<file path="src/rtl/serial_magnitude_comparator_pkg.sv">
`default_nettype none
// ============================================================================
//  Package     : cmp_pkg
//  Description : Shared types and sizing helpers for the serial magnitude
//                comparator (FSM state encoding, slice count, counter width).
//  Revision    : 1.0 - initial release
// ============================================================================
package cmp_pkg;

   typedef enum logic [1:0] {
      IDLE = 2'd0,
      SCAN = 2'd1,
      DONE = 2'd2
   } state_t;

   // Number of 2-bit slices in an operand of the given width.
   function automatic int slices(input int width);
      return width / 2;
   endfunction

   // Slice counter width; a single slice still needs a 1-bit counter.
   function automatic int cnt_width(input int nslice);
      return (nslice <= 1) ? 1 : $clog2(nslice);
   endfunction

endpackage : cmp_pkg
`default_nettype wire

</file>
<file path="src/rtl/serial_magnitude_comparator_slice.sv">
`default_nettype none
// ============================================================================
//  Module      : slice_cmp_2bit
//  Description : Combinational 2-bit unsigned comparator producing an
//                equality flag and an a-greater-than-b flag.
//  Revision    : 1.0 - initial release
// ============================================================================
module slice_cmp_2bit (
   input  logic [1:0] a,
   input  logic [1:0] b,
   output logic       eq,
   output logic       gt
);

   // Equality written as the four matching minterms; gt decided on bit 1,
   // falling back to bit 0 when the upper bits match.
   always_comb begin
      eq = (~a[1] & ~b[1] & ~a[0] & ~b[0]) |
           (~a[1] & ~b[1] &  a[0] &  b[0]) |
           ( a[1] &  b[1] & ~a[0] & ~b[0]) |
           ( a[1] &  b[1] &  a[0] &  b[0]);
      gt = (a[1] & ~b[1]) | ((a[1] ~^ b[1]) & a[0] & ~b[0]);
   end

endmodule : slice_cmp_2bit
`default_nettype wire

</file>
<file path="src/rtl/serial_magnitude_comparator.sv">
`default_nettype none
// ============================================================================
//  Module      : serial_magnitude_comparator
//  Description : Sequential unsigned magnitude comparator. Scans the operands
//                MSB-first one 2-bit slice per clock, exits early on the
//                first unequal slice and returns a one-hot {agtb,aeqb,altb}
//                result over a valid/ready handshake.
//  Revision    : 1.0 - initial release
// ============================================================================
module serial_magnitude_comparator
   import cmp_pkg::*;
#(
   parameter int WIDTH = 8
) (
   input  logic             clk,
   input  logic             rst_n,
   input  logic             start_valid,
   output logic             start_ready,
   input  logic [WIDTH-1:0] a,
   input  logic [WIDTH-1:0] b,
   output logic             res_valid,
   input  logic             res_ready,
   output logic             agtb,
   output logic             aeqb,
   output logic             altb,
   output logic             busy
);

   localparam int NSLICE = slices(WIDTH);
   localparam int CW     = cnt_width(NSLICE);

   state_t           r_state, w_state_nxt;
   logic [WIDTH-1:0] r_a_sh, w_a_sh_nxt;
   logic [WIDTH-1:0] r_b_sh, w_b_sh_nxt;
   logic [CW-1:0]    r_cnt, w_cnt_nxt;
   logic             r_res_valid, w_res_valid_nxt;
   logic             r_agtb, w_agtb_nxt;
   logic             r_aeqb, w_aeqb_nxt;
   logic             r_altb, w_altb_nxt;
   logic             r_busy, w_busy_nxt;
   logic             w_eq;
   logic             w_gt;

   // Compare the current most-significant slice of the shifted operands.
   slice_cmp_2bit u_slice (
      .a  (r_a_sh[WIDTH-1:WIDTH-2]),
      .b  (r_b_sh[WIDTH-1:WIDTH-2]),
      .eq (w_eq),
      .gt (w_gt)
   );

   // State register plus all registered outputs and datapath.
   always_ff @(posedge clk or negedge rst_n) begin
      if (!rst_n) begin
         r_state     <= IDLE;
         r_a_sh      <= '0;
         r_b_sh      <= '0;
         r_cnt       <= '0;
         r_res_valid <= 1'b0;
         r_agtb      <= 1'b0;
         r_aeqb      <= 1'b0;
         r_altb      <= 1'b0;
         r_busy      <= 1'b0;
      end else begin
         r_state     <= w_state_nxt;
         r_a_sh      <= w_a_sh_nxt;
         r_b_sh      <= w_b_sh_nxt;
         r_cnt       <= w_cnt_nxt;
         r_res_valid <= w_res_valid_nxt;
         r_agtb      <= w_agtb_nxt;
         r_aeqb      <= w_aeqb_nxt;
         r_altb      <= w_altb_nxt;
         r_busy      <= w_busy_nxt;
      end
   end

   // Next-state and next-output decode; everything holds unless changed.
   always_comb begin
      w_state_nxt     = r_state;
      w_a_sh_nxt      = r_a_sh;
      w_b_sh_nxt      = r_b_sh;
      w_cnt_nxt       = r_cnt;
      w_res_valid_nxt = r_res_valid;
      w_agtb_nxt      = r_agtb;
      w_aeqb_nxt      = r_aeqb;
      w_altb_nxt      = r_altb;
      w_busy_nxt      = r_busy;
      case (r_state)
         IDLE: begin
            if (start_valid) begin
               w_a_sh_nxt  = a;
               w_b_sh_nxt  = b;
               w_cnt_nxt   = CW'(NSLICE - 1);
               w_busy_nxt  = 1'b1;
               w_state_nxt = SCAN;
            end
         end
         SCAN: begin
            if (!w_eq) begin
               // First differing slice fully decides the ordering.
               w_agtb_nxt      = w_gt;
               w_altb_nxt      = ~w_gt;
               w_aeqb_nxt      = 1'b0;
               w_res_valid_nxt = 1'b1;
               w_state_nxt     = DONE;
            end else if (r_cnt == '0) begin
               w_aeqb_nxt      = 1'b1;
               w_res_valid_nxt = 1'b1;
               w_state_nxt     = DONE;
            end else begin
               w_a_sh_nxt = r_a_sh << 2;
               w_b_sh_nxt = r_b_sh << 2;
               w_cnt_nxt  = r_cnt - CW'(1);
            end
         end
         DONE: begin
            if (res_ready) begin
               w_res_valid_nxt = 1'b0;
               w_agtb_nxt      = 1'b0;
               w_aeqb_nxt      = 1'b0;
               w_altb_nxt      = 1'b0;
               w_busy_nxt      = 1'b0;
               w_state_nxt     = IDLE;
            end
         end
         default: begin
            w_state_nxt = IDLE;
         end
      endcase
   end

   assign start_ready = (r_state == IDLE);
   assign res_valid   = r_res_valid;
   assign agtb        = r_agtb;
   assign aeqb        = r_aeqb;
   assign altb        = r_altb;
   assign busy        = r_busy;

endmodule : serial_magnitude_comparator
`default_nettype wire

</file>
<file path="config.mk">
export PLATFORM = sky130hd
export DESIGN_NAME = serial_magnitude_comparator
export DESIGN_NICKNAME = d
export VERILOG_FILES = /design/src/rtl/serial_magnitude_comparator_pkg.sv /design/src/rtl/serial_magnitude_comparator_slice.sv /design/src/rtl/serial_magnitude_comparator.sv
export SDC_FILE = /design/constraint.sdc
export NUM_CORES = 1
export LEC_CHECK = 0
export CAP_MARGIN = 20
export CELL_PAD_IN_SITES_DETAIL_PLACEMENT = 1
export CELL_PAD_IN_SITES_GLOBAL_PLACEMENT = 2
export CORE_ASPECT_RATIO = 0.7
export CORE_MARGIN = 3
export CORE_UTILIZATION = 36
export CTS_CLUSTER_SIZE = 8
export DETAILED_ROUTE_END_ITERATION = 8
export HOLD_SLACK_MARGIN = 0.06
export PLACE_DENSITY = 0.93
export REMOVE_ABC_BUFFERS = 1
export SLEW_MARGIN = 5
export SYNTH_ARGS = -nofsm -noshare
export SYNTH_HDL_FRONTEND = slang
export SYNTH_HIERARCHICAL = 1
export SYNTH_SLANG_ARGS = --single-unit
</file>
<file path="constraint.sdc">
create_clock -name clk -period 2.9 [get_ports clk]
set_clock_uncertainty 0.15 [all_clocks]
set_input_delay 0.58 -clock clk [delete_from_list [all_inputs] [get_ports clk]]
set_output_delay 0.58 -clock clk [all_outputs]
set_load 0.02 [all_outputs]
</file>
==> impl_metrics.env <==
export IMPL_tightestPinTransition_ns=0.4431
export IMPL_synthXorXnorAreaFrac_pct=0.6667
export IMPL_wl_per_cell_um=15.21
export IMPL_clk_latency_ns=0.26
export IMPL_syn_inst=104
export IMPL_outcome="completed"
export IMPL_overflow=0
export IMPL_dieWidth_um=78.21
export IMPL_ir_drop_mv=0.3457
export IMPL_grtUsageTotal_pct=13.83
export IMPL_cpPeakStageDelay_ns=0.61
export IMPL_wl_mm=2.693
export IMPL_clk_pin_slew_worst_paths_ns=0.09
export IMPL_crit_buf_inv=1
export IMPL_critPathKind="reg2out"
export IMPL_power_leakage_nw=0.7225
export IMPL_hp_class="reg2reg"
export IMPL_slew_violations=0
export IMPL_drc=0
export IMPL_gp_congestion=0.7460
export IMPL_post_synth_top_count_cell="dfrtp_1"
export IMPL_critPathSlowestCell="clkdlybuf4s50_1"
export IMPL_synthMuxAreaShare_pct=23.14
export IMPL_ys_flop_type="dfrtp_1"
export IMPL_ctsHtreeMaxLevel=1
export IMPL_synthTopCellsByArea="dfrtp_1, mux2_2, mux2_4, ha_1, a22o_1"
export IMPL_tns_ns=0
export IMPL_dp_cells=173
export IMPL_fin_crit_ns=2.304
export IMPL_path_cells="nor2_1, clkdlybuf4s50_1"
export IMPL_arrival_ns=1.57
export IMPL_max_slew_margin_rel_pct=70.39
export IMPL_hold_viol=0
export IMPL_async_flop_share_pct=100.0
export IMPL_die_height_um=56.54
export IMPL_layout_cells_non_filler=177
export IMPL_die_area_mm2=0.004422
export IMPL_setup_viol=0
export IMPL_synth_top_area_share_pct=47.62
export IMPL_yosysSeqAreaShare_pct=47.62
export IMPL_synth_cell_types=29
export IMPL_synth_common_cells="dfrtp_1, mux2_2, mux2_4"
export IMPL_drive_gt1_share_pct=25.38
export IMPL_core_mm2=0.003318
export IMPL_avgSynthCellArea_um2=12.63
export IMPL_avgViaCountPerCell=4.847
export IMPL_grt_max_degree=26
export IMPL_rows=17
export IMPL_endpoint_kind="primary output"
export IMPL_grt_pass1_vias=989
export IMPL_dp_hpwl_mm=2.049
export IMPL_ant_nets=0
export IMPL_cts_buffers=3
export IMPL_min_period_over_period_pct=79.45
export IMPL_dr_first_iter_drc_count=10
export IMPL_cts_path_max_buffers=2
export IMPL_synth_top_family_by_area="multiplexers"
export IMPL_clock_sinks=25
export IMPL_start_util_pct=39.59
export IMPL_path_delay_family="buffers and inverters"
export IMPL_vias=858
export IMPL_ctsHoldBuffers=0
export IMPL_syn_to_final_growth_pct=24.67
export IMPL_finalNetCount=155
export IMPL_pin_count=26
export IMPL_crit_fanout=11
export IMPL_synth_area_mm2=0.001314
export IMPL_synth_top_cell_by_area="dfrtp_1"
export IMPL_synth_simple_area_share_pct=9.048
export IMPL_cp_required_ns=2.17
export IMPL_setup_worst_path_start_class="register"
export IMPL_port_buffers=25
export IMPL_power_density_mw_per_mm2=1039
export IMPL_post_cts_buffers=0
export IMPL_cts_tree="done"
export IMPL_first_pass_iters=3
export IMPL_fmaxAchievable_ghz=0.4340
export IMPL_ctsRootBufferMaster="clkbuf_8"
export IMPL_antenna_found_initial=0
export IMPL_n_antenna_cell=0
export IMPL_post_cts_resize_count=0
export IMPL_synth_seq_cells=25
export IMPL_synth_adder_area_share_pct=3.810
export IMPL_synth_edf_count=0
export IMPL_grt_pass1_wl_mm=4.761
export IMPL_rsz0062_at_grt="no"
export IMPL_yosysWarnings=6
export IMPL_synth_compound_area_share_pct=10.38
export IMPL_maxCapViolCount=0
cells by family (layout without fill, tap and decap cells):
family                     after synthesis  in the layout
DFF                                     25             25
AOI/OAI and AO/OA                       18             18
xor gates and xnor gates                 1              1
adders and majority gates                4              4
buffers and inverters                   12             38
and+or+nand+nor                         20             20
muxes                                   24             24
sequential cells by signal, summed over array words and instances (netlist names), 2 cells and up:
signal,count
r_state,2
r_b_sh,8
r_a_sh,8
r_cnt,2
through the flow:
stage	worst slack (ns)	hold slack [ns]	cell area, um2	util (%)	power, mW
6_report	0.5959	0.3564	1638	49.36	1.701
3_3_place_gp	0.5711	0.3360	1593	48.00	1.463
5_1_grt	0.5180	0.3767	1638	49.36	1.851
4_1_cts	0.5682	0.3610	1638	49.36	1.730
3_5_place_dp	0.5036	0.3405	1593	48.00	1.518
2_1_floorplan	0.9931	0.1344	1276	-	1.258
power breakdown:
part	internal [mW]	switching, mW	total [mW]
Combinational	0.468	0.374	0.841
Sequential	0.513	0.142	0.655
Clock	0.0981	0.106	0.204
routing by layer:
layer  track usage, %  share of wire, %  wire (um)  vias up
met5                0                 0          0        -
met4            2.993              0.48         13        0
met3            4.487               5.4        146        2
met2            23.17                47       1263       22
met1            17.47                47       1270      420
li1                 -                 -          -      414
path summary, 6_finish.rpt:
| check | endpoint | cells past startpoint | start | slack [ns] |
|---|---|---|---|---|
| worst max-delay path | start_ready | 2 | r_state[1]$_DFFE_PN0P_ | 0.60 |
| worst min-delay path | r_b_sh[1]$_DFFE_PN0P_ | 1 | r_b_sh[1]$_DFFE_PN0P_ | 0.36 |
| worst max register to register | r_b_sh[2]$_DFFE_PN0P_ | 8 | r_b_sh[7]$_DFFE_PN0P_ | 0.68 |
| worst min register to register | r_b_sh[1]$_DFFE_PN0P_ | 1 | r_b_sh[1]$_DFFE_PN0P_ | 0.36 |
| max in group asynchronous | r_b_sh[5]$_DFFE_PN0P_ | 2 | rst_n | 1.83 |
| min in group asynchronous | r_state[1]$_DFFE_PN0P_ | 2 | rst_n | 0.53 |
cell usage in the layout, fill, tap and decap left out, types with 2 or more instances in the layout:
cell             synthesis  final
nor3_1                   2      2
nand2_1                  2      2
a21boi_0                 2      2
clkbuf_8                 0      3
mux2_2                  15     15
mux2_4                   9      9
dfrtp_1                 25     25
clkdlybuf4s50_1          0     25
inv_1                    7      7
o21ai_0                  2      2
a21oi_1                  5      5
ha_1                     4      4
nor2_1                   8      8
a22o_1                   4      4
area by class of cell:
class / count / area [um2]
clock buffer: 4 / 45.04
fill: 358 / 1680
inverter: 8 / 32.53
multi-input combinational: 67 / 618.1
sequential: 25 / 625.6
tap: 47 / 58.81
timing repair buffer: 26 / 257.7
Power figures use the tool's default switching activity.
